File: config.mk
export PLATFORM = sky130hd
export DESIGN_NAME = ram_string_reader
export DESIGN_NICKNAME = d
export VERILOG_FILES = /design/src/rtl/ram_string_reader.sv
export SDC_FILE = /design/constraint.sdc
export NUM_CORES = 1
export LEC_CHECK = 0
export CAP_MARGIN = 20
export CORE_UTILIZATION = 44
export CTS_CLUSTER_SIZE = 14
export DETAILED_ROUTE_END_ITERATION = 16
export PLACE_DENSITY = 0.9
export SYNTH_ARGS = -nofsm -noshare
export SYNTH_HDL_FRONTEND = slang
export SYNTH_SLANG_ARGS = --single-unit
export TNS_END_PERCENT = 20
File: constraint.sdc
create_clock -name clk -period 2.3 [get_ports clk]
set_input_delay 0.23 -clock clk [delete_from_list [all_inputs] [get_ports clk]]
set_output_delay 0.23 -clock clk [all_outputs]
set_load 0.005 [all_outputs]
File: src/rtl/ram_string_reader.sv
// ---------------------------------------------------------------------------
// ram_string_reader
//
// Bus initiator on a single-port RAM with asynchronous read. Starting at
// base_addr it reads one word per character, forwards the low byte of each
// word over a valid/ready character interface, and stops at the first
// all-zero word (the NUL terminator, which is not forwarded). A string that
// reaches MAX_LEN characters without a terminator is cut short and flagged
// with overrun. The block only ever reads: we and wdata are tied low.
//
// Ports
//   clk         in   1    clock, all state on the rising edge
//   rst_n       in   1    asynchronous active-low reset
//   start       in   1    begin a string read (honoured only while idle)
//   base_addr   in   AW   address of the first character, taken with start
//   address     out  AW   RAM address
//   we          out  1    RAM write enable, always 0
//   wdata       out  DW   RAM write data, always 0
//   rdata       in   DW   RAM read data, valid in the same cycle as address
//   char_data   out  8    current character (low byte of the RAM word)
//   char_valid  out  1    char_data is valid; held until accepted
//   char_ready  in   1    sink accepts when char_valid && char_ready
//   busy        out  1    high whenever a string is being processed
//   done        out  1    one-cycle pulse when a string ends
//   length      out  AW   characters accepted for the last/current string
//   overrun     out  1    string was cut at MAX_LEN before its terminator
// ---------------------------------------------------------------------------
module ram_string_reader #(
    parameter int AW      = 10,
    parameter int DW      = 10,
    parameter int MAX_LEN = 256
) (
    input  logic          clk,
    input  logic          rst_n,
    input  logic          start,
    input  logic [AW-1:0] base_addr,
    output logic [AW-1:0] address,
    output logic          we,
    output logic [DW-1:0] wdata,
    input  logic [DW-1:0] rdata,
    output logic [7:0]    char_data,
    output logic          char_valid,
    input  logic          char_ready,
    output logic          busy,
    output logic          done,
    output logic [AW-1:0] length,
    output logic          overrun
);

    typedef enum logic [1:0] {
        S_IDLE,
        S_FETCH,
        S_PRESENT,
        S_FINISH
    } state_t;

    // Compared one bit wider than length so MAX_LEN == 2**AW still works.
    localparam logic [AW:0] MAX_LEN_W = (AW+1)'(MAX_LEN);

    state_t        state;
    state_t        state_next;
    logic [AW-1:0] ptr;
    logic          handshake;
    logic [AW:0]   length_inc;
    logic          hit_max;

    assign handshake  = char_valid && char_ready;
    assign length_inc = {1'b0, length} + (AW+1)'(1);
    assign hit_max    = (length_inc == MAX_LEN_W);

    // The RAM address simply follows the read pointer in every state; in idle
    // it parks on the last pointer value (0 after reset).
    assign address = ptr;
    assign we      = 1'b0;
    assign wdata   = '0;
    assign busy    = (state != S_IDLE);
    assign done    = (state == S_FINISH);

    // NOTE: sequential state uses non-blocking assignments so every register
    // samples the values from before the edge, independent of block order.
    always_ff @(posedge clk or negedge rst_n) begin
        if (!rst_n) begin
            state <= S_IDLE;
        end else begin
            state <= state_next;
        end
    end

    always_comb begin
        // NOTE: default first so every path assigns state_next and no latch
        // is inferred.
        state_next = state;
        case (state)
            S_IDLE: begin
                if (start) state_next = S_FETCH;
            end
            S_FETCH: begin
                // An all-zero word (upper bits included) terminates the string.
                if (rdata == '0) state_next = S_FINISH;
                else             state_next = S_PRESENT;
            end
            S_PRESENT: begin
                if (handshake) state_next = hit_max ? S_FINISH : S_FETCH;
            end
            S_FINISH: begin
                state_next = S_IDLE;
            end
            default: begin
                state_next = S_IDLE;
            end
        endcase
    end

    always_ff @(posedge clk or negedge rst_n) begin
        if (!rst_n) begin
            ptr        <= '0;
            char_data  <= '0;
            char_valid <= 1'b0;
            length     <= '0;
            overrun    <= 1'b0;
        end else begin
            case (state)
                S_IDLE: begin
                    if (start) begin
                        ptr     <= base_addr;
                        length  <= '0;
                        overrun <= 1'b0;
                    end
                end
                S_FETCH: begin
                    if (rdata != '0) begin
                        char_data  <= rdata[7:0];
                        char_valid <= 1'b1;
                    end
                end
                S_PRESENT: begin
                    if (handshake) begin
                        char_valid <= 1'b0;
                        ptr        <= ptr + AW'(1);   // wraps at the top of RAM
                        length     <= length_inc[AW-1:0];
                        if (hit_max) overrun <= 1'b1;
                    end
                end
                default: begin
                    // FINISH: length and overrun hold for the sink to read.
                end
            endcase
        end
    end

endmodule

==> results of run 1 <==
cell usage after synthesis (3+ instances only):
cell	instances	area [um2]
a221o_1	5	50.1
and2_1	4	25.0
and3_1	6	37.5
buf_4	11	82.6
clkbuf_1	7	26.3
dfrtp_1	32	801
ha_1	3	37.5
mux2_4	6	90.1
nand2_1	24	90.1
nand2b_1	3	18.8
nand3_1	5	25.0
nand4_1	3	18.8
nor2_1	9	33.8
nor3b_1	5	37.5
o21ai_0	25	125
placed cells by master (no fill, tap or decap), types with 2 or more instances in the layout:
cell type / instances
o21ai_0: 25
inv_1: 2
o311ai_1: 2
nand4_1: 3
nor2_1: 9
a221o_1: 5
xor2_1: 2
and3_1: 6
nor3b_1: 5
a22oi_1: 2
nand2_1: 24
mux2i_1: 2
nand3_1: 5
and2_1: 4
dfrtp_1: 32
conb_1: 11
clkbuf_8: 5
mux2_4: 6
buf_4: 4
nand2b_1: 3
ha_1: 3
a21oi_1: 2
clkdlybuf4s50_1: 55
final timing paths:
check,startpoint,endpoint,slack (ns),cells after the start
max,state[1]$_DFFE_PN0P_,address[3]$_DFFE_PN0P_,0.40,4
min,rst_n,length[7]$_DFFE_PN0P_,0.34,2
max reg2reg,state[1]$_DFFE_PN0P_,address[3]$_DFFE_PN0P_,0.40,4
min reg2reg,char_data[1]$_DFFE_PN0P_,char_data[1]$_DFFE_PN0P_,0.52,1
max in group asynchronous,rst_n,length[1]$_DFFE_PN0P_,1.67,2
min in group clk,base_addr[7],address[7]$_DFFE_PN0P_,0.51,3
per-stage QoR:
step | cells | util (%) | setup slack (ns) | hold WS (ns) | instance area [um2]
final | 291 | 65.1 | 0.398 | 0.339 | 2470
after global routing | 291 | 65.1 | 0.283 | 0.387 | 2470
after CTS | 291 | 65.1 | 0.425 | 0.358 | 2470
after detailed placement | 283 | 62.2 | 0.133 | 0.494 | 2360
after global placement | 283 | 62.2 | 0.198 | 0.489 | 2360
after floorplan | 195 | - | 0.529 | -0.0656 | 1830
layer usage:
layer,global-route usage (%),share of wire [%],vias to the layer above
met5,0,0,-
met2,32.9,48,61
met3,5.86,6.1,7
li1,-,-,768
met4,9.24,1.6,0
met1,26.5,44,763
flip-flops by register name, indices dropped and copies added (netlist names):
name and count:
length 10, char_valid 1, state 2, address 10, char_data 8, overrun 1
critical path, stage by stage, from the launching register on:
cell and delay (ns):
dfrtp_1 0.45, nor3b_1 0.51, nand2b_1 0.36, o21ai_0 0.15, a221o_1 0.31
layout make-up:
class / instances / share of cell area [%]
Inverter: 2 / 0.304
Tap cell: 48 / 2.43
Clock buffer: 5 / 2.78
Timing Repair Buffer: 59 / 23.5
Sequential cell: 32 / 32.4
Multi-Input combinational cell: 142 / 36.9
Clock inverter: 3 / 1.72
cell families after synthesis:
logic type / after synthesis
XOR/XNOR: 3
multiplexers: 8
other: 1
buffers and inverters: 21
flip-flops: 32
AO/OA/AOI/OAI: 49
AND/OR/NAND/NOR: 68
adder cells (fa/ha/maj): 3
power by group through the flow:
stage               combinational [uW]  sequential, uW  clock [uW]
finish                            1040             969         543
CTS                               1050             962         546
global placement                  1010             956           0
floorplan                          511             937           0
detailed placement                1040             965           0
global route                      1140             993         573
==> results.md, run 1 <==
* Status: finished, final reports clean
* Comb pwr share at 40.8%
* Cell Area, Synth at between 1500 and 2000 um2
* Site row count at 22
* Post-CTS sizing at 0
* Clock group share of total power at 21.2%
* Worst Max-Slew Pin Slew at 0.755 ns
* Pin count of the biggest net entering global routing at 33
* Power consumption at 2550 uW
* Multi-input logic area at around 900 um2
* GRT Total Usage at 20.9%
* Max H-tree Level at 2
* Clk Latency, worst-skew pair at between 0.2 and 0.3 ns
* VDD IR max at 426 uV
* Reg area at 801 um2
* Gpl congestion at 0.825
* Minimum clock period at 1.90 ns
* Endpoint class of the critical path: register
* Worst Path Max Fanout at 9
* Quantity of hold-fixing buffers added after cts at 0
* Max-cap violations at 0
* Avg Cell Area, Syn at between 9 and 10 um2
* Internal power at roughly 1700 uW
* Ant diodes at 0
* Hold Path Class: in2async
* Share of cells above drive strength 1 at about 10%
* Pwr Density at 1030 nW/um2
* Final antenna-violating net count at 0
* Fill count at approximately 310
* Distinct cells, synth at 46
* Vias at about 1600
* #FFs+latches synth at 32
* Vias in the first global route at around 1500
* DRC at 0
* Critical Setup Path Class: reg2reg
* Leakage at 0.00106 uW
* TritonCTS clock tree: done
* Sink Count at 32
* Worst Path Required at 2.48 ns
* CTS buffer count at 5
* Die Y at between 60 and 70 um
* Post-CTS setup buffers at 0
* Yosys warns at 0
* Max Fclk at 0.526 GHz
* Placeable Area at 3800 um2
* Total grt overflow at 0
* DR iter-0 viols at 56
* Psw at 848 uW
* Final-report setup violation count at 0
* Post-synthesis mux area share at 6.13%
* Post-synth top flop: dfrtp_1
* Largest family of logic cells by synthesized area: simple AND/OR/NAND/NOR gates
* Compound-Gate Fraction of Synth Area at 18.3%
* Seq/Total Area, Yosys at 44.6%
* DRT Wirelength at 4340 um
* Port-buffer cells at between 50 and 60
* Final Hold Fails at 0
* Post-synth ARST share at 100%
* Layout Nets at 269
* Global-route wire length before repair at 6860 um
* Clock skew at roughly 0.0081 ns
* Detailed Place HPWL at 2990 um
* Period Utilization, post-route at 82.7%
* I/O pin count at 67
* XOR/XNOR Fraction of Synth Area at 1.46%
* DIE WIDTH at 65.9 um
* Switch share at about a third
* Simple-Gate Fraction of Synth Area at 20.5%
* Seq pwr share at 37.9%
* Pins over their slew limit at 0
* Vias per std cell at between 5 and 6
* Root Driver: clkbuf_8
* Initial core utilization at 47.3%
* Die Area at ~4300 um2
* RSZ-0062 raised after global routing: no
* Number of synthesized flops with an enable pin at 0
* Relative slew slack at roughly 49%
* Synth-to-layout area growth at 37.6%
* Drt wl/cell at 14.9 um
* Clock-pin slew on the worst setup and hold paths at 0.07 ns
* Adder-Cell Fraction of Synth Area at 2.09%
* Clock Path Buffers at 2
* Crit path launch type: register
* Final setup TNS at 0 ns
* WP data arrival at roughly 2.1 ns
* Initial antenna violation count at 0
* Initial DRT Pass Iterations at 5
* Cells after Synth at 185
(Power assumes the default switching activity.)
==> run 2, diff against run 1 <==
==> constraint.sdc (replaced) <==
create_clock -name clk -period 1.75 [get_ports clk]
set_input_delay 0.175 -clock clk [delete_from_list [all_inputs] [get_ports clk]]
set_output_delay 0.175 -clock clk [all_outputs]
set_load 0.005 [all_outputs]
==> run 2 against run 1 <==
Non-clock buffer count increased by 11. Final cell count grew 3.4%. The flow now finishes with violations (setup timing). Clock power grew 13%. Sequential power increased by 28%. Die area unchanged. Register-to-register slack worse by 0.42 ns. Worst hold slack worse by 0.054 ns.
==> results.md, run 2 (synthesis results as in run 1) <==
* Worst Path Required at 1.92 ns (was 2.48 ns)
* CTS buffer count at 5 (unchanged)
* Final instance area at 2550 um2 (was 2470 um2)
* Total grt overflow at 0 (unchanged)
* Post-layout util at 67.3% (was 65.1%)
* Max-cap violations at 0 (unchanged)
* Reg area at 801 um2 (unchanged)
* Gpl congestion at 0.875 (was 0.825)
* Relative slew slack at 45.6% (was 49.5%)
* Die Area at 4340 um2 (unchanged)
* Most common cell after layout, fill and taps aside: clkdlybuf4s50_1 (unchanged)
* I/O pin count at 67 (unchanged)
* WP data arrival at 1.94 ns (was 2.08 ns)
* Post-CTS sizing at 0 (unchanged)
* Drt wl/cell at 15.1 um (was 14.9 um)
* Leakage at 0.00111 uW (was 0.00106 uW)
* PnR worst setup slack at -0.0242 ns (was 0.398 ns)
* Placement Cell Area at 2450 um2 (was 2360 um2)
* Status: complete, but fails checks (was finished, final reports clean)
* Final-report setup violation count at 1 (was 0)
* Multi-input logic area at 927 um2 (was 912 um2)
* Vias in the first global route at 1507 (was 1518)
* Crit path launch type: register (unchanged)
* Initial DRT Pass Iterations at 4 (was 5)
* Period Utilization, post-route at 101% (was 82.7%)
* Max H-tree Level at 2 (unchanged)
* Ant diodes at 0 (unchanged)
* Detailed Place HPWL at 3200 um (was 2990 um)
* Critical Setup Path Class: reg2reg (unchanged)
* Global-route wire length before repair at 6980 um (was 6860 um)
* Hold Path Class: in2async (unchanged)
* Initial antenna violation count at 0 (unchanged)
* Worst Path Max Fanout at 11 (was 9)
* Seq pwr share at 37.2% (was 37.9%)
* DR iter-0 viols at 110 (was 56)
* GRT Total Usage at 21.9% (was 20.9%)
* Psw at 1100 uW (was 848 uW)
* Pin count of the biggest net entering global routing at 33 (unchanged)
* Clock Path Buffers at 2 (unchanged)
* DP Worst Slack at -0.285 ns (was 0.133 ns)
* Final Hold Fails at 0 (unchanged)
* Clock-pin slew on the worst setup and hold paths at 0.06 ns (was 0.07 ns)
* Commonest non-fill, non-tap cells in the layout: 55 x clkdlybuf4s50_1, 32 x dfrtp_1, 25 x o21ai_0, 24 x nand2_1, 15 x buf_4 (was 55 x clkdlybuf4s50_1, 32 x dfrtp_1, 25 x o21ai_0, 24 x nand2_1, 11 x conb_1)
* TritonCTS clock tree: done (unchanged)
* Endpoint class of the critical path: register (unchanged)
* Worst Max-Slew Pin Slew at 0.814 ns (was 0.755 ns)
* Initial core utilization at 47.3% (unchanged)
* Sink Count at 32 (unchanged)
* Die Y at 65.9 um (unchanged)
* Switch share at 33.0% (was 33.2%)
* Final std cells w/o fill at 301 (was 291)
* Minimum clock period at 1.77 ns (was 1.90 ns)
* Vias per std cell at 5.48 (was 5.49)
* Worst R2R Start: state[0]$_DFFE_PN0P_ (was state[1]$_DFFE_PN0P_)
* Failing checks: setup timing
* Internal power at 2240 uW (was 1710 uW)
* RSZ-0062 raised after global routing: yes (was no)
* Quantity of hold-fixing buffers added after cts at 0 (unchanged)
* DRT Wirelength at 4530 um (was 4340 um)
* Post-CTS setup buffers at 0 (unchanged)
* Comb pwr share at 44.3% (was 40.8%)
* Placed cells at 294 (was 283)
* Clock skew at 0.00312 ns (was 0.00810 ns)
* Clock group share of total power at 18.4% (was 21.2%)
* Fill count at 304 (was 309)
* Reg2reg path depth at 5 (was 4)
* Pwr Density at 1310 nW/um2 (was 1030 nW/um2)
* Port-buffer cells at 55 (unchanged)
* Layout Nets at 280 (was 269)
* Vias at 1650 (was 1599)
* Max Fclk at 0.564 GHz (was 0.526 GHz)
* Site row count at 22 (unchanged)
* Synth-to-layout area growth at 42.2% (was 37.6%)
* Reg-to-reg setup timing slack at -0.02 ns (was 0.40 ns)
* Clk Latency, worst-skew pair at 0.29 ns (about the same)
* Crit path from: state[0]$_DFFE_PN0P_ (was state[1]$_DFFE_PN0P_)
* Final setup TNS at -0.0242 ns (was 0 ns)
* Root Driver: clkbuf_8 (unchanged)
* Pins over their slew limit at 0 (unchanged)
* DIE WIDTH at 65.9 um (unchanged)
* Placeable Area at 3800 um2 (unchanged)
* DRC at 0 (unchanged)
* Final antenna-violating net count at 0 (unchanged)
* VDD IR max at 791 uV (was 426 uV)
* Share of cells above drive strength 1 at 14.6% (was 9.88%)
-- run 2: cell count changes in the layout (fill, tap and decap cells not counted), sizes merged --
cell      previous run  this run
clkinvlp             1         0
clkbuf               5         7
buf                  4        15
bufinv               1         0
clkinv               1         0
-- run 2: critical path, cell delays in order (launching register included) --
cell,delay (ns)
dfrtp_1,0.47
nand2b_1,0.17
nor2_1,0.06
nor2_1,0.62
o21ai_0,0.20
o311ai_0,0.14
-- run 2: cell type report --
type	instances	area share, %
sequential	32	31.3
inverter	2	0.294
timing repair buffer	70	26.0
multi-input combinational	142	36.3
clock buffer	7	3.77
tap	48	2.35
-- run 2: power by group through the flow --
stage	logic, uW	registers, uW	clock network (uW)
2_1_floorplan	671	1230	0
3_3_place_gp	1410	1230	0
5_1_grt	1600	1280	658
6_report	1480	1240	615
4_1_cts	1480	1240	629
3_5_place_dp	1470	1240	0
-- run 2: metal layers --
metal / routed length, um / track usage, %
met1: 1960 / 27.0
met2: 2170 / 35.6
met3: 319 / 6.03
met4: 82 / 9.24
met5: 0 / 0
-- run 2: path summary, 6_finish.rpt --
path,end
max,address[8]$_DFFE_PN0P_
min,length[2]$_DFFE_PN0P_
max reg2reg,address[8]$_DFFE_PN0P_
min reg2reg,char_data[3]$_DFFE_PN0P_
max in group asynchronous,address[7]$_DFFE_PN0P_
min in group clk,char_data[2]$_DFFE_PN0P_
-- run 2: stage by stage --
| step | power, uW | hold WS, ns |
|---|---|---|
| 3_3_place_gp | 2640 | 0.482 |
| 4_1_cts | 3350 | 0.297 |
| 2_1_floorplan | 1900 | -0.121 |
| 3_5_place_dp | 2710 | 0.497 |
| 5_1_grt | 3540 | 0.336 |
| 6_report | 3340 | 0.285 |
==> run 3, diff against run 2 <==
--- a/config.mk
+++ b/config.mk
@@ -5,11 +5,13 @@
 export SDC_FILE = /design/constraint.sdc
 export NUM_CORES = 1
 export LEC_CHECK = 0
+export ABC_AREA = 1
 export CAP_MARGIN = 20
-export CORE_UTILIZATION = 44
+export CORE_UTILIZATION = 55
 export CTS_CLUSTER_SIZE = 14
 export DETAILED_ROUTE_END_ITERATION = 16
-export PLACE_DENSITY = 0.9
+export DONT_BUFFER_PORTS = 1
+export PLACE_DENSITY = 0.8
 export SYNTH_ARGS = -nofsm -noshare
 export SYNTH_HDL_FRONTEND = slang
 export SYNTH_SLANG_ARGS = --single-unit
==> run 3 against run 2 <==
Flip-flop and latch count unchanged. Synthesized cell count grew 22%. Count of clock-buffer cells in the layout up 1. Die area is 20% lower. The run now ends clean. First-iteration DRC count decreased by 23%. Power decreased by 18%. Maximum frequency grew 12%.
==> results.md, run 3 <==
* Vias in the first global route at 1457 (was 1507)
* Final antenna-violating net count at 0 (unchanged)
* Reg-to-reg setup timing slack at 0.17 ns (was -0.02 ns)
* Yosys warns at 0 (unchanged)
* I/O pin count at 67 (unchanged)
* Cells after Synth at 225 (was 185)
* Internal power at 1580 uW (was 2240 uW)
* Endpoint class of the critical path: register (unchanged)
* Leakage at 0.00100 uW (was 0.00111 uW)
* RSZ-0062 raised after global routing: no (was yes)
* Seq pwr share at 47.3% (was 37.2%)
* Gpl congestion at 0.841 (was 0.875)
* Post-CTS sizing at 0 (unchanged)
* CP Buf/Inv Count at 0 (unchanged)
* Initial antenna violation count at 0 (unchanged)
* Seq/Total Area, Yosys at 44.9% (was 44.6%)
* HP Start: char_ready
* Crit-path leading delay family: simple AND/OR/NAND/NOR gates (unchanged)
* Avg Cell Area, Syn at 7.92 um2 (was 9.71 um2)
* Slowest stage delay, CP at 0.42 ns (was 0.62 ns)
* Die Y at 58.9 um (was 65.9 um)
* WP data arrival at 1.81 ns (was 1.94 ns)
* Clock group share of total power at 16.6% (was 18.4%)
* Ant diodes at 0 (unchanged)
* Comb pwr share at 36.0% (was 44.3%)
* Number of synthesized flops with an enable pin at 0 (unchanged)
* TritonCTS clock tree: done (unchanged)
* Post-CTS setup buffers at 0 (unchanged)
* DRT Wirelength at 3920 um (was 4530 um)
* Worst Path Max Fanout at 4 (was 11)
* Synth area leaders: dfrtp_1 45%, nand2_1 14%, nand3_1 5.9%, buf_4 5.1%, inv_1 4.4% (was dfrtp_1 45%, o21ai_0 7.0%, mux2_4 5.0%, nand2_1 5.0%, buf_4 4.6%)
* Total grt overflow at 0 (unchanged)
* Max Fclk at 0.634 GHz (was 0.564 GHz)
* DR iter-0 viols at 85 (was 110)
* Clk Latency, worst-skew pair at 0.34 ns (was 0.29 ns)
* Most used cell along the critical path: nand3_1 (was nor2_1)
* Global-route wire length before repair at 6360 um (was 6980 um)
* Pins over their slew limit at 0 (unchanged)
* Final setup TNS at 0 ns (was -0.0242 ns)
* Cell Area, Synth at 1780 um2 (was 1800 um2)
* Vias at 1552 (was 1650)
* Critical Setup Path Class: reg2reg (unchanged)
* CTS buffer count at 5 (unchanged)
* Site row count at 20 (was 22)
* Share of cells above drive strength 1 at 9.88% (was 14.6%)
* Clock skew at 0.0124 ns (was 0.00312 ns)
* Pin count of the biggest net entering global routing at 33 (unchanged)
* Die Area at 3470 um2 (was 4340 um2)
* Clock-pin slew on the worst setup and hold paths at 0.10 ns (was 0.06 ns)
* Synth-to-layout area growth at 16.8% (was 42.2%)
* Clock Path Buffers at 2 (unchanged)
* Initial core utilization at 58.4% (was 47.3%)
* Max H-tree Level at 2 (unchanged)
* Post-synth ARST share at 100% (unchanged)
* Post-synth top flop: dfrtp_1 (unchanged)
* Placeable Area at 3050 um2 (was 3800 um2)
* Yosys top cell by area: dfrtp_1 (unchanged)
* Post-synth top cells: 68 x nand2_1, 32 x dfrtp_1, 21 x inv_1, 21 x nand3_1, 14 x nor2_1 (was 32 x dfrtp_1, 25 x o21ai_0, 24 x nand2_1)
* Crit path launch type: register (unchanged)
* Port-buffer cells at 0 (was 55)
* Drt wl/cell at 13.2 um (was 15.1 um)
* VDD IR max at 747 uV (was 791 uV)
* Period Utilization, post-route at 90.1% (was 101%)
* Crit path from: address[1]$_DFFE_PN0P_ (was state[0]$_DFFE_PN0P_)
* #FFs+latches synth at 32 (unchanged)
* Most common cell after layout, fill and taps aside: nand2_1 (was clkdlybuf4s50_1)
* DIE WIDTH at 58.9 um (was 65.9 um)
* Switch share at 41.8% (was 33.0%)
* Commonest non-fill, non-tap cells in the layout: 68 x nand2_1, 32 x dfrtp_1, 21 x inv_1, 21 x nand3_1, 19 x dlygate4sd3_1 (was 55 x clkdlybuf4s50_1, 32 x dfrtp_1, 25 x o21ai_0, 24 x nand2_1, 15 x buf_4)
* Distinct cells, synth at 28 (was 46)
* DRC at 0 (unchanged)
* Max-cap violations at 0 (unchanged)
* Worst Path Required at 1.98 ns (was 1.92 ns)
* Worst R2R Start: address[1]$_DFFE_PN0P_ (was state[0]$_DFFE_PN0P_)
* Root Driver: clkbuf_4 (was clkbuf_8)
* Initial DRT Pass Iterations at 4 (unchanged)
* Minimum clock period at 1.58 ns (was 1.77 ns)
* Final Hold Fails at 0 (unchanged)
* Sink Count at 32 (unchanged)
* GRT Total Usage at 24.7% (was 21.9%)
* Pwr Density at 1310 nW/um2 (about the same)
* Final-report setup violation count at 0 (was 1)
* CP cell instances: ha_1, nand3_1, nand3b_1, or2_1, nor2_1, nand2_1, nand3_1, nand3_1 (was nand2b_1, nor2_1, nor2_1, o21ai_0, o311ai_0)
* Layout Nets at 279 (was 280)
* Top cell type's share of synthesized area at 44.9% (was 44.6%)
* Vias per std cell at 5.23 (was 5.48)
* Power consumption at 2720 uW (was 3340 uW)
* Status: finished, final reports clean (was complete, but fails checks)
* Hold_ws at 0.0358 ns (was 0.285 ns)
* Detailed Place HPWL at 2610 um (was 3200 um)
* Most numerous cell in the Yosys netlist: nand2_1 (was dfrtp_1)
* CP max-delay cell: dfrtp_1 (was nor2_1)
* Psw at 1140 uW (was 1100 uW)
* Quantity of hold-fixing buffers added after cts at 20 (was 0)
* Hold Path Class: in2reg (was in2async)
## run 3: changes by cell type in the layout (fill, tap and decap cells not counted), moves of 6 or more
cell / previous run / this run
buf_4: 15 / 6
o21ai_0: 25 / 9
mux2_4: 6 / 0
dlygate4sd3_1: 0 / 19
nand2_1: 24 / 68
nand3_1: 5 / 21
clkbuf_8: 7 / 1
clkdlybuf4s50_1: 55 / 0
inv_1: 2 / 21
## run 3: cell families after synthesis
family / Yosys count / synth area share (%)
flip-flops: 32 / 44.9
other: 1 / 0.210
XOR/XNOR: 5 / 2.46
AO/OA/AOI/OAI: 25 / 8.84
buffers and inverters: 37 / 10.5
adder cells (fa/ha/maj): 3 / 2.11
AND/OR/NAND/NOR: 122 / 31.0
## run 3: per-layer routing
metal / vias up / global-route usage, % / part of all wire (%)
met2: 64 / 39.0 / 48
li1: 760 / - / -
met5: - / 0 / 0
met3: 6 / 8.13 / 7.6
met1: 722 / 31.5 / 43
met4: 0 / 9.52 / 1.5
## run 3: worst paths after layout
check / to / cells after the start
worst max-delay path: address[8]$_DFFE_PN0P_ / 8
worst min-delay path: state[1]$_DFFE_PN0P_ / 3
worst max register to register: address[8]$_DFFE_PN0P_ / 8
worst min register to register: char_data[0]$_DFFE_PN0P_ / 2
max in group asynchronous: address[4]$_DFFE_PN0P_ / 2
min in group asynchronous: length[5]$_DFFE_PN0P_ / 2
## run 3: power by group through the flow
stage	Clock [uW]	Combinational, uW	Sequential [uW]
after floorplan	0	695	1260
after global placement	0	896	1290
after detailed placement	0	915	1300
after CTS	458	973	1290
after global routing	488	1130	1330
final	452	980	1290
## run 3: layout make-up
| cell class | instances | area, um2 |
|---|---|---|
| fillers | 260 | 971 |
| multi-input cells | 166 | 833 |
| flip-flops and latches | 32 | 801 |
| repair buffers | 26 | 255 |
| inverters | 21 | 78.8 |
| clock buffers | 8 | 58.8 |
| well taps | 44 | 55.1 |
## run 3: worst min-delay path, cell delays in order
cell	delay, ns
nand2_1	0.04
nand2_1	0.05
nand3b_1	0.08
## run 3: through the flow
step / setup slack (ns) / utilization (%) / instance area, um2 / cells
after floorplan: 0.286 / - / 1820 / 235
after global placement: 0.230 / 59.4 / 1810 / 269
after detailed placement: 0.182 / 59.4 / 1810 / 269
after CTS: 0.164 / 68.2 / 2080 / 297
after global routing: 0.0234 / 68.2 / 2080 / 297
final: 0.173 / 68.2 / 2080 / 297
